==> src/rtl/perfmon_pkg.sv <==
// -----------------------------------------------------------------------------
// perfmon_pkg
// Shared constants for the queue-occupancy histogram monitor.
//   NBINS      : number of histogram bins
//   BIN_EMPTY  : bin index used when the queue is empty
//   BIN_FULL   : bin index used when the queue is at or above capacity
//   SEL_TOTAL  : readout code for the total-samples counter
//   SEL_PEAK   : readout code for the peak-occupancy register
// -----------------------------------------------------------------------------
package perfmon_pkg;

   localparam int NBINS = 10;

   typedef logic [3:0] bin_idx_t;

   localparam bin_idx_t BIN_EMPTY = 4'd0;
   localparam bin_idx_t BIN_FULL  = 4'd9;
   localparam bin_idx_t SEL_TOTAL = 4'd10;
   localparam bin_idx_t SEL_PEAK  = 4'd11;

endpackage : perfmon_pkg

==> src/rtl/perfmon_bin_classify.sv <==
// -----------------------------------------------------------------------------
// perfmon_bin_classify
// Combinational classifier mapping queue occupancy to a histogram bin.
//   max     : in  32  queue capacity (0 = degenerate, anything nonzero is FULL)
//   curr    : in  32  current occupancy
//   bin_idx : out 4   0 = empty, 9 = full (curr >= max), else 1 + eighth index
// The eighth index q is the largest k in 0..7 with 8*curr >= k*max. The seven
// thresholds k*max are formed from shifted copies of max at 35 bits so that
// 8*curr and 7*max can never overflow; no divider is needed.
// -----------------------------------------------------------------------------
module perfmon_bin_classify
   import perfmon_pkg::*;
(
   input  logic [31:0] max,
   input  logic [31:0] curr,
   output bin_idx_t    bin_idx
);

   logic [34:0] max_w;
   logic [34:0] curr_x8;
   logic [7:1]  step_ge;
   logic [2:0]  eighth;

   assign max_w   = {3'b000, max};
   assign curr_x8 = {curr, 3'b000};

   genvar gi;
   generate
      for (gi = 1; gi < 8; gi++) begin : g_thr
         localparam logic [2:0] K = 3'(gi);
         logic [34:0] thr;
         // k*max as the sum of max, 2*max and 4*max selected by the bits of k
         assign thr = (K[0] ? max_w                  : 35'd0)
                    + (K[1] ? {max_w[33:0], 1'b0}    : 35'd0)
                    + (K[2] ? {max_w[32:0], 2'b00}   : 35'd0);
         assign step_ge[gi] = (curr_x8 >= thr);
      end
   endgenerate

   // Thresholds grow with k, so the highest satisfied one is the eighth index.
   always_comb begin
      eighth = 3'd0;
      for (int k = 1; k < 8; k++) begin
         if (step_ge[k]) begin
            eighth = 3'(k);
         end
      end
   end

   // curr >= max also catches max == 0 for any nonzero curr.
   always_comb begin
      if (curr == 32'd0) begin
         bin_idx = BIN_EMPTY;
      end else if (curr >= max) begin
         bin_idx = BIN_FULL;
      end else begin
         bin_idx = {1'b0, eighth} + 4'd1;
      end
   end

endmodule : perfmon_bin_classify

==> src/rtl/perfmon_histogram.sv <==
// -----------------------------------------------------------------------------
// perfmon_histogram
// Occupancy histogram for a monitored queue with saturating counters.
//   clk     : in  1      sole clock
//   reset   : in  1      synchronous active-high reset, overrides everything
//   enable  : in  1      sample qualifier
//   clear   : in  1      synchronous zeroing of counters/flags, beats enable
//   max     : in  32     queue capacity
//   curr    : in  32     current occupancy
//   rd_sel  : in  4      0..9 bins, 10 total, 11 peak, 12..15 read as 0
//   rd_data : out CNT_W  selected value (combinational from registered state)
//   sat     : out 1      sticky: some bin or the total reached all-ones
// -----------------------------------------------------------------------------
module perfmon_histogram
   import perfmon_pkg::*;
#(
   parameter int CNT_W = 32
)(
   input  logic             clk,
   input  logic             reset,
   input  logic             enable,
   input  logic             clear,
   input  logic [31:0]      max,
   input  logic [31:0]      curr,
   input  logic [3:0]       rd_sel,
   output logic [CNT_W-1:0] rd_data,
   output logic             sat
);

   localparam logic [CNT_W-1:0] CNT_MAX = '1;
   localparam logic [CNT_W-1:0] CNT_ONE = {{(CNT_W-1){1'b0}}, 1'b1};

   bin_idx_t                    bin_idx;
   logic                        sample_en;
   logic [NBINS-1:0][CNT_W-1:0] bin_val;
   logic [NBINS-1:0]            bin_at_max;
   logic [CNT_W-1:0]            total_reg, total_next;
   logic [CNT_W-1:0]            peak_reg, peak_next;
   logic [CNT_W-1:0]            curr_trunc;
   logic                        sat_reg, sat_next;

   perfmon_bin_classify u_classify (
      .max     (max),
      .curr    (curr),
      .bin_idx (bin_idx)
   );

   assign sample_en  = enable & ~clear;
   assign curr_trunc = CNT_W'(curr);

   // One saturating counter per bin.
   genvar gi;
   generate
      for (gi = 0; gi < NBINS; gi++) begin : g_bin
         logic [CNT_W-1:0] cnt_reg, cnt_next;

         always_comb begin
            cnt_next = cnt_reg;
            if (sample_en && (bin_idx == 4'(gi)) && (cnt_reg != CNT_MAX)) begin
               cnt_next = cnt_reg + CNT_ONE;
            end
         end

         always_ff @(posedge clk) begin
            if (reset || clear) begin
               cnt_reg <= '0;
            end else begin
               cnt_reg <= cnt_next;
            end
         end

         assign bin_val[gi]    = cnt_reg;
         assign bin_at_max[gi] = (cnt_next == CNT_MAX);
      end
   endgenerate

   always_comb begin
      total_next = total_reg;
      peak_next  = peak_reg;
      if (sample_en) begin
         if (total_reg != CNT_MAX) begin
            total_next = total_reg + CNT_ONE;
         end
         if (curr_trunc > peak_reg) begin
            peak_next = curr_trunc;
         end
      end
   end

   // Checking the next values lets sat rise with the edge that stores all-ones.
   // A counter already pinned at all-ones keeps this term true, which is
   // harmless because sat is already set by then.
   assign sat_next = sat_reg | (|bin_at_max) | (total_next == CNT_MAX);

   always_ff @(posedge clk) begin
      if (reset || clear) begin
         total_reg <= '0;
         peak_reg  <= '0;
         sat_reg   <= 1'b0;
      end else begin
         total_reg <= total_next;
         peak_reg  <= peak_next;
         sat_reg   <= sat_next;
      end
   end

   always_comb begin
      rd_data = '0;
      if (rd_sel <= BIN_FULL) begin
         rd_data = bin_val[rd_sel];
      end else if (rd_sel == SEL_TOTAL) begin
         rd_data = total_reg;
      end else if (rd_sel == SEL_PEAK) begin
         rd_data = peak_reg;
      end
   end

   assign sat = sat_reg;

endmodule : perfmon_histogram

==> config.mk <==
export PLATFORM = sky130hd
export DESIGN_NAME = perfmon_histogram
export DESIGN_NICKNAME = d
export VERILOG_FILES = /design/src/rtl/perfmon_pkg.sv /design/src/rtl/perfmon_bin_classify.sv /design/src/rtl/perfmon_histogram.sv
export SDC_FILE = /design/constraint.sdc
export NUM_CORES = 2
export LEC_CHECK = 0
export BUFFER_PORTS_ARGS = -buffer_cell sky130_fd_sc_hd__buf_2
export CORE_MARGIN = 2
export CORE_UTILIZATION = 60
export DETAILED_ROUTE_END_ITERATION = 10
export PLACE_DENSITY = 0.84
export RECOVER_POWER = 25
export SETUP_SLACK_MARGIN = 0.15
export SYNTH_ARGS = -nofsm -noshare
export SYNTH_HDL_FRONTEND = slang
export SYNTH_SLANG_ARGS = --single-unit
==> constraint.sdc <==
create_clock -name clk -period 21.1 [get_ports clk]
set_input_delay 4.22 -clock clk [delete_from_list [all_inputs] [get_ports clk]]
set_output_delay 4.22 -clock clk [all_outputs]
set_load 0.005 [all_outputs]
# Word-level counts from Yosys, hierarchy flattened
# Index checks and enable logic that the tools add are counted.
# totals
regBits	385
in_bits	72
wordCells	128
# op_classes
addsub	16
order_cmp	11
n_eq_ne	33
mux	26
bitwise	4
n_reduce_logical	25
# op_table
operator	n
$mux 32	16
$add 32x1->32 const B	11
$eq 32x32->1 const B	11
$ne 32x32->1 const B	11
$ge 35x35->1	4
$bmux 32 s4	1
$add 32x34->35	1
$add 33x34->35	1
$add 35x34->35	1
$ge 35x32->1	1
$ge 35x33->1	1
$ge 35x34->1	1
$add 32x33->34	1
$ge 32x32->1	1
$gt 32x32->1	1
$logic_not 32->1	1
$logic_and 1x1->1	20
$eq 4x3->1 const B	4
$eq 4x4->1 const B	4
$mux 3	4
$reduce_or 10->1	1
$eq 4x2->1 const B	2
$mux 4	2
$lt 4x5->1 const B	1
11 further kinds	13

# Depth between registers and ports, before layout
# logic_depth
word_depth	19
mapped_depth	54
ltp_nobuf	48

# Cells and area by module
# From an unflattened synthesis, not the netlist that was laid out.
# unflattened
hier_cells	4482
area_unflattened_um2	35486.5
# modules_own_cells
module	n_inst	cells_each	area_per_inst_um2	seq_area_each_um2
perfmon_histogram	1	3158	25146.6	7707.4
perfmon_bin_classify	1	1324	10339.9	0.0

# Least setup slack after synthesis
# No wires, ideal clock.
# synth_timing
path_kind	input to register
startpoint	input max[0]
endpoint	register sat_reg (netlist: sat)
setup_time_ps	74
arrival_time_ps	13368
t_required_ps	21026
path_slack_ps	7658
path_stages	52
path_buffers	5
cell_sequence	ha_1 inv_1 fa_1 nor2b_1 o21ai_0 nand2_1 a311oi_1 a211oi_1 nor3_1 o31ai_1 o41ai_1 nor2_1 o31ai_1 nand2b_1 xor2_1 ha_1 and3_1 a31o_2 (+16 left out) buf_2 inv_2 buf_4 buf_2 ha_1 clkbuf_1 nor2_1 nand4_1 mux2i_1 o2111ai_1 or2_1 clkbuf_1 or4_1 a2111oi_0 and4_1 a211o_1 nor3_1 a31oi_1
# synth_between
elab_chain_len	19
elab_cells_between_ends	75
cone_classes	5 x add/sub; 8 x order compare; 19 x eq/ne; 19 x mux; 2 x bitwise; 22 x reduce/logical
# synth_lines
element	line_no	text
start: declaration	perfmon_histogram.sv:23	input logic [31:0] max,
parallel branches: the longest is 9 deep, another holds $add 35x34->35	n/a	
$mux 4 *	perfmon_bin_classify.sv:54	end else if (curr >= max) begin
$mux 4 *	perfmon_bin_classify.sv:52	if (curr == 32'd0) begin
$eq 4x1->1 (tied with other cells)	perfmon_histogram.sv:59	if (sample_en && (bin_idx == 4'(gi)) && (cnt_reg != CNT_MAX)) begin
$logic_and 1x1->1 (2 in series)	perfmon_histogram.sv:59	
$mux 32	perfmon_histogram.sv:59	
$eq 32x32->1	perfmon_histogram.sv:73	assign bin_at_max[gi] = (cnt_next == CNT_MAX);
$reduce_or 10->1 *	perfmon_histogram.sv:93	assign sat_next = sat_reg | (|bin_at_max) | (total_next == CNT_MAX);
$or 1x1->1 * (2 in series)	perfmon_histogram.sv:93	
end signal: assignment	perfmon_histogram.sv:103	sat_reg <= sat_next;
end: declaration	perfmon_histogram.sv:40	logic sat_reg, sat_next;
# Mark *: on every way between the ends.
# A chain may end at the register's enable or synchronous reset.

# Worst setup path after layout
# Ends and elaborated chain as after synthesis.

==> flow_summary_export.csv <==
group,metric,value,unit
run_status,status,"complete, but fails checks",
setup_path,r2r_end,"sat$_SDFF_PP0_",
logic_synthesis,yosysWarnings,0,
logic_synthesis,ys_top_cells_by_count,"nor2_1 (548), ha_1 (389), dfxtp_1 (385)",
sta,tns,0,ps
floorplanning,die_h,244,um
sta,drv_slew,423,
setup_path,critPathMaxFanout,24,
cts,cts_tree,"built",
sta,worst_pin_slew,9200,ps
setup_path,critPathCaptureType,"flip-flop",
place,place_hpwl,82.4,mm
setup_path,cpMostUsedCell,"a21oi_1",
sta,period_share,77.6,%
floorplanning,std_cell_rows,87,
cts,cts_buffers,43,
cts,postCtsSetupRepairBufs,0,
setup_path,worstPathArrival,16490,ps
cts,cts_root_buf,"clkbuf_16",
setup_path,start_kind,"input pin",
setup_path,slowest_stage,"mux2i_1",
final_layout,final_layout_size_suffix_gt1_share,6.68,%
place,place.gp.congestion,1.02,
final_layout,fillers,4802,
place,numPortBuffers,104,
sta,slew_headroom,-513,%
route,drtAntennaViolNets,0,
grt,grt_first_pass_wirelength,170,mm
run_status,violations,"max-capacitance violations, max-slew violations",
route,vias,33808,
setup_path,path_class,"input pin to flip-flop",
place,place_area,35400,um^2
logic_synthesis,synthCells,4383,
route,wire_per_inst,20.9,um
final_layout,fin_cells,5144,
power_and_ir_drop,max-vdd-ir-drop,0.0000598,V
grt,grt_max_degree,214,
sta,rsz0062_at_grt,"false",
hold_path,worstHoldStart,"g_bin[2].cnt_reg[1]$_SDFF_PP0_",
final_layout,nets,4819,
logic_synthesis,ys_async_sr_fraction,0,%
floorplanning,pin_count,105,
logic_synthesis,synth_area_leaders,"dfxtp_1 (22%), ha_1 (14%), nor2_1 (6.0%)",
route,remaining_drc_errors,0,
grt,grt_usage,35.2,%
route,detail_route.vias_per_cell,6.57,
logic_synthesis,synth_nets,4847,
final_layout,area_growth,6.72,%
final_layout,final_cell_area,36900,um^2
logic_synthesis,synth_top_area_share,22.3,%
job,cap_violations,5,
route,drt_iter0_drc,3787,
logic_synthesis,yosysMostFrequentCell,"nor2_1",
cts,clock_path_buffers,3,
setup_path,reg2reg_from,"total_reg[12]$_SDFF_PP0_",
grt,grt_pass1_vias,30831,
power_and_ir_drop,p_per_area,58.1,nW/um^2
cts,cts_hold_buf,0,
setup_path,rr_worst_depth,16,
grt,antenna_found_initial,3,
setup_path,r2r_slack,15240,ps
floorplanning,dieWidth,244,um
grt,grtUsageMet3,5.76,%
sta,period_minus_slack,16370,ps
logic_synthesis,seq_area_frac_synth,22.3,%
floorplanning,die_area,59500,um^2
logic_synthesis,synth-main-ff-cell,"dfxtp_1",
cts,insertion_delay,620,ps
sta,final-hold-violation-count,0,
setup_path,required,21220,ps
route,wl,107,mm
setup_path,critPathMaxStageDelay,610,ps
logic_synthesis,syn_avg_cell_area,7.88,um^2
grt,met2_usage,54.4,%
logic_synthesis,mappedNetlistArea,34600,um^2
cts,numClockSinks,385,
logic_synthesis,synth_top_area_cell,"dfxtp_1",
grt,use_met1,47.1,%
route,first_pass_iters,6,
cts,htree_levels,2,
sta,skew,31.7,ps
hold_path,min_to,"g_bin[2].cnt_reg[1]$_SDFF_PP0_",
logic_synthesis,synth_cell_types,95,
sta,setup_viol,0,
floorplanning,initial_utilization,60.9,%
hold_path,hold_path.class,"flip-flop to flip-flop",
logic_synthesis,ys_ff_latch,385,
cts,ctsResizeCount,0,
place,placed_cells,5066,
floorplanning,design.core.area,56700,um^2
grt,grt-ovfl-total,0,
cts,clk_pin_slew,60,ps
sta,max_freq,61.1,MHz
hold_path,hold_depth,2,
grt,busiest_layer,"met2",
final_layout,final_util,65.0,%
final_layout,largest_reg_flops,320,
logic_synthesis,synth_edf_count,0,
power_and_ir_drop,static-leakage-power,13.9,nW
==> cell type report <==
type / instances / area [um^2] / share of cell area, %
multi-input combinational: 3639 / 25500 / 69.1
sequential: 385 / 7710 / 20.9
clock buffer: 62 / 1240 / 3.36
tap: 756 / 946 / 2.57
timing repair buffer: 123 / 642 / 1.74
inverter: 163 / 612 / 1.66
clock inverter: 15 / 236 / 0.641
antenna: 1 / 2.50 / 0.00679
==> layout by cell type, fill, tap and decap left out, types with 45 or more instances in the layout <==
cell     synthesis  final
nor2_1         548    548
nand4_1        131    131
dfxtp_1        385    385
nand3_1        221    221
and3_1         111    111
mux4_2          64     64
xnor2_1        169    169
a21oi_1        199    199
inv_1          162    162
buf_2            8     95
a21o_1          45     45
or3_1           53     53
mux2i_1        107    107
ha_1           389    389
o21ai_0        199    199
nor3_1         106    103
nand2_1        377    377
nor4_1          60     60
xor2_1         226    226
==> worst max-delay path, delay by kind of cell <==
| kind | cells | cell delay (ps) |
|---|---|---|
| xor gates and xnor gates | 2 | 370 |
| buffers and inverters | 3 | 550 |
| and+or+nand+nor | 13 | 2660 |
| AOI/OAI and AO/OA | 22 | 6250 |
| muxes | 2 | 1010 |
| adders and majority gates | 5 | 1390 |
==> layer usage <==
| layer | wire [um] | vias to the layer above |
|---|---|---|
| li1 | - | 15963 |
| met1 | 44400 | 15785 |
| met2 | 46700 | 1699 |
| met3 | 10200 | 357 |
| met4 | 6220 | 4 |
| met5 | 18 | - |
==> worst max-delay path by stage <==
stage                 from                               to  slack, ps
floorplan           max[0]                   sat$_SDFF_PP0_       7660
global placement    max[0]                   sat$_SDFF_PP0_       5070
detailed placement  max[0]                   sat$_SDFF_PP0_       4780
CTS                 max[0]                   sat$_SDFF_PP0_       5320
global route        max[0]  g_bin[7].cnt_reg[27]$_SDFF_PP0_       3520
finish              max[0]                   sat$_SDFF_PP0_       4730
==> per-stage QoR <==
stage / hold WS (ps) / total power [W] / worst slack [ps]
6_report: 491 / 0.00214 / 4730
5_1_grt: 523 / 0.00225 / 3520
4_1_cts: 486 / 0.00213 / 5320
3_5_place_dp: 479 / 0.00134 / 4780
3_3_place_gp: 475 / 0.00132 / 5070
2_1_floorplan: 454 / 0.00119 / 7660
==> cells by family after synthesis <==
family | count (synthesis) | share of synthesized area (%)
flip-flops | 385 | 22.3
XOR/XNOR | 395 | 10.0
AND/OR/NAND/NOR | 1893 | 27.4
multiplexers | 173 | 7.34
AO/OA/AOI/OAI | 786 | 14.7
adder cells (fa/ha/maj) | 392 | 14.3
buffers and inverters | 359 | 3.96
==> where the power goes <==
part | switching (W) | internal, W | leakage, nW | total [W]
Sequential | 0.00000242 | 0.000729 | 3.10 | 0.000731
Combinational | 0.000382 | 0.000230 | 10.1 | 0.000612
Clock | 0.000328 | 0.000472 | 0.725 | 0.000799
Total | 0.000712 | 0.00143 | 13.9 | 0.00214
Power figures use the tool's default switching activity.
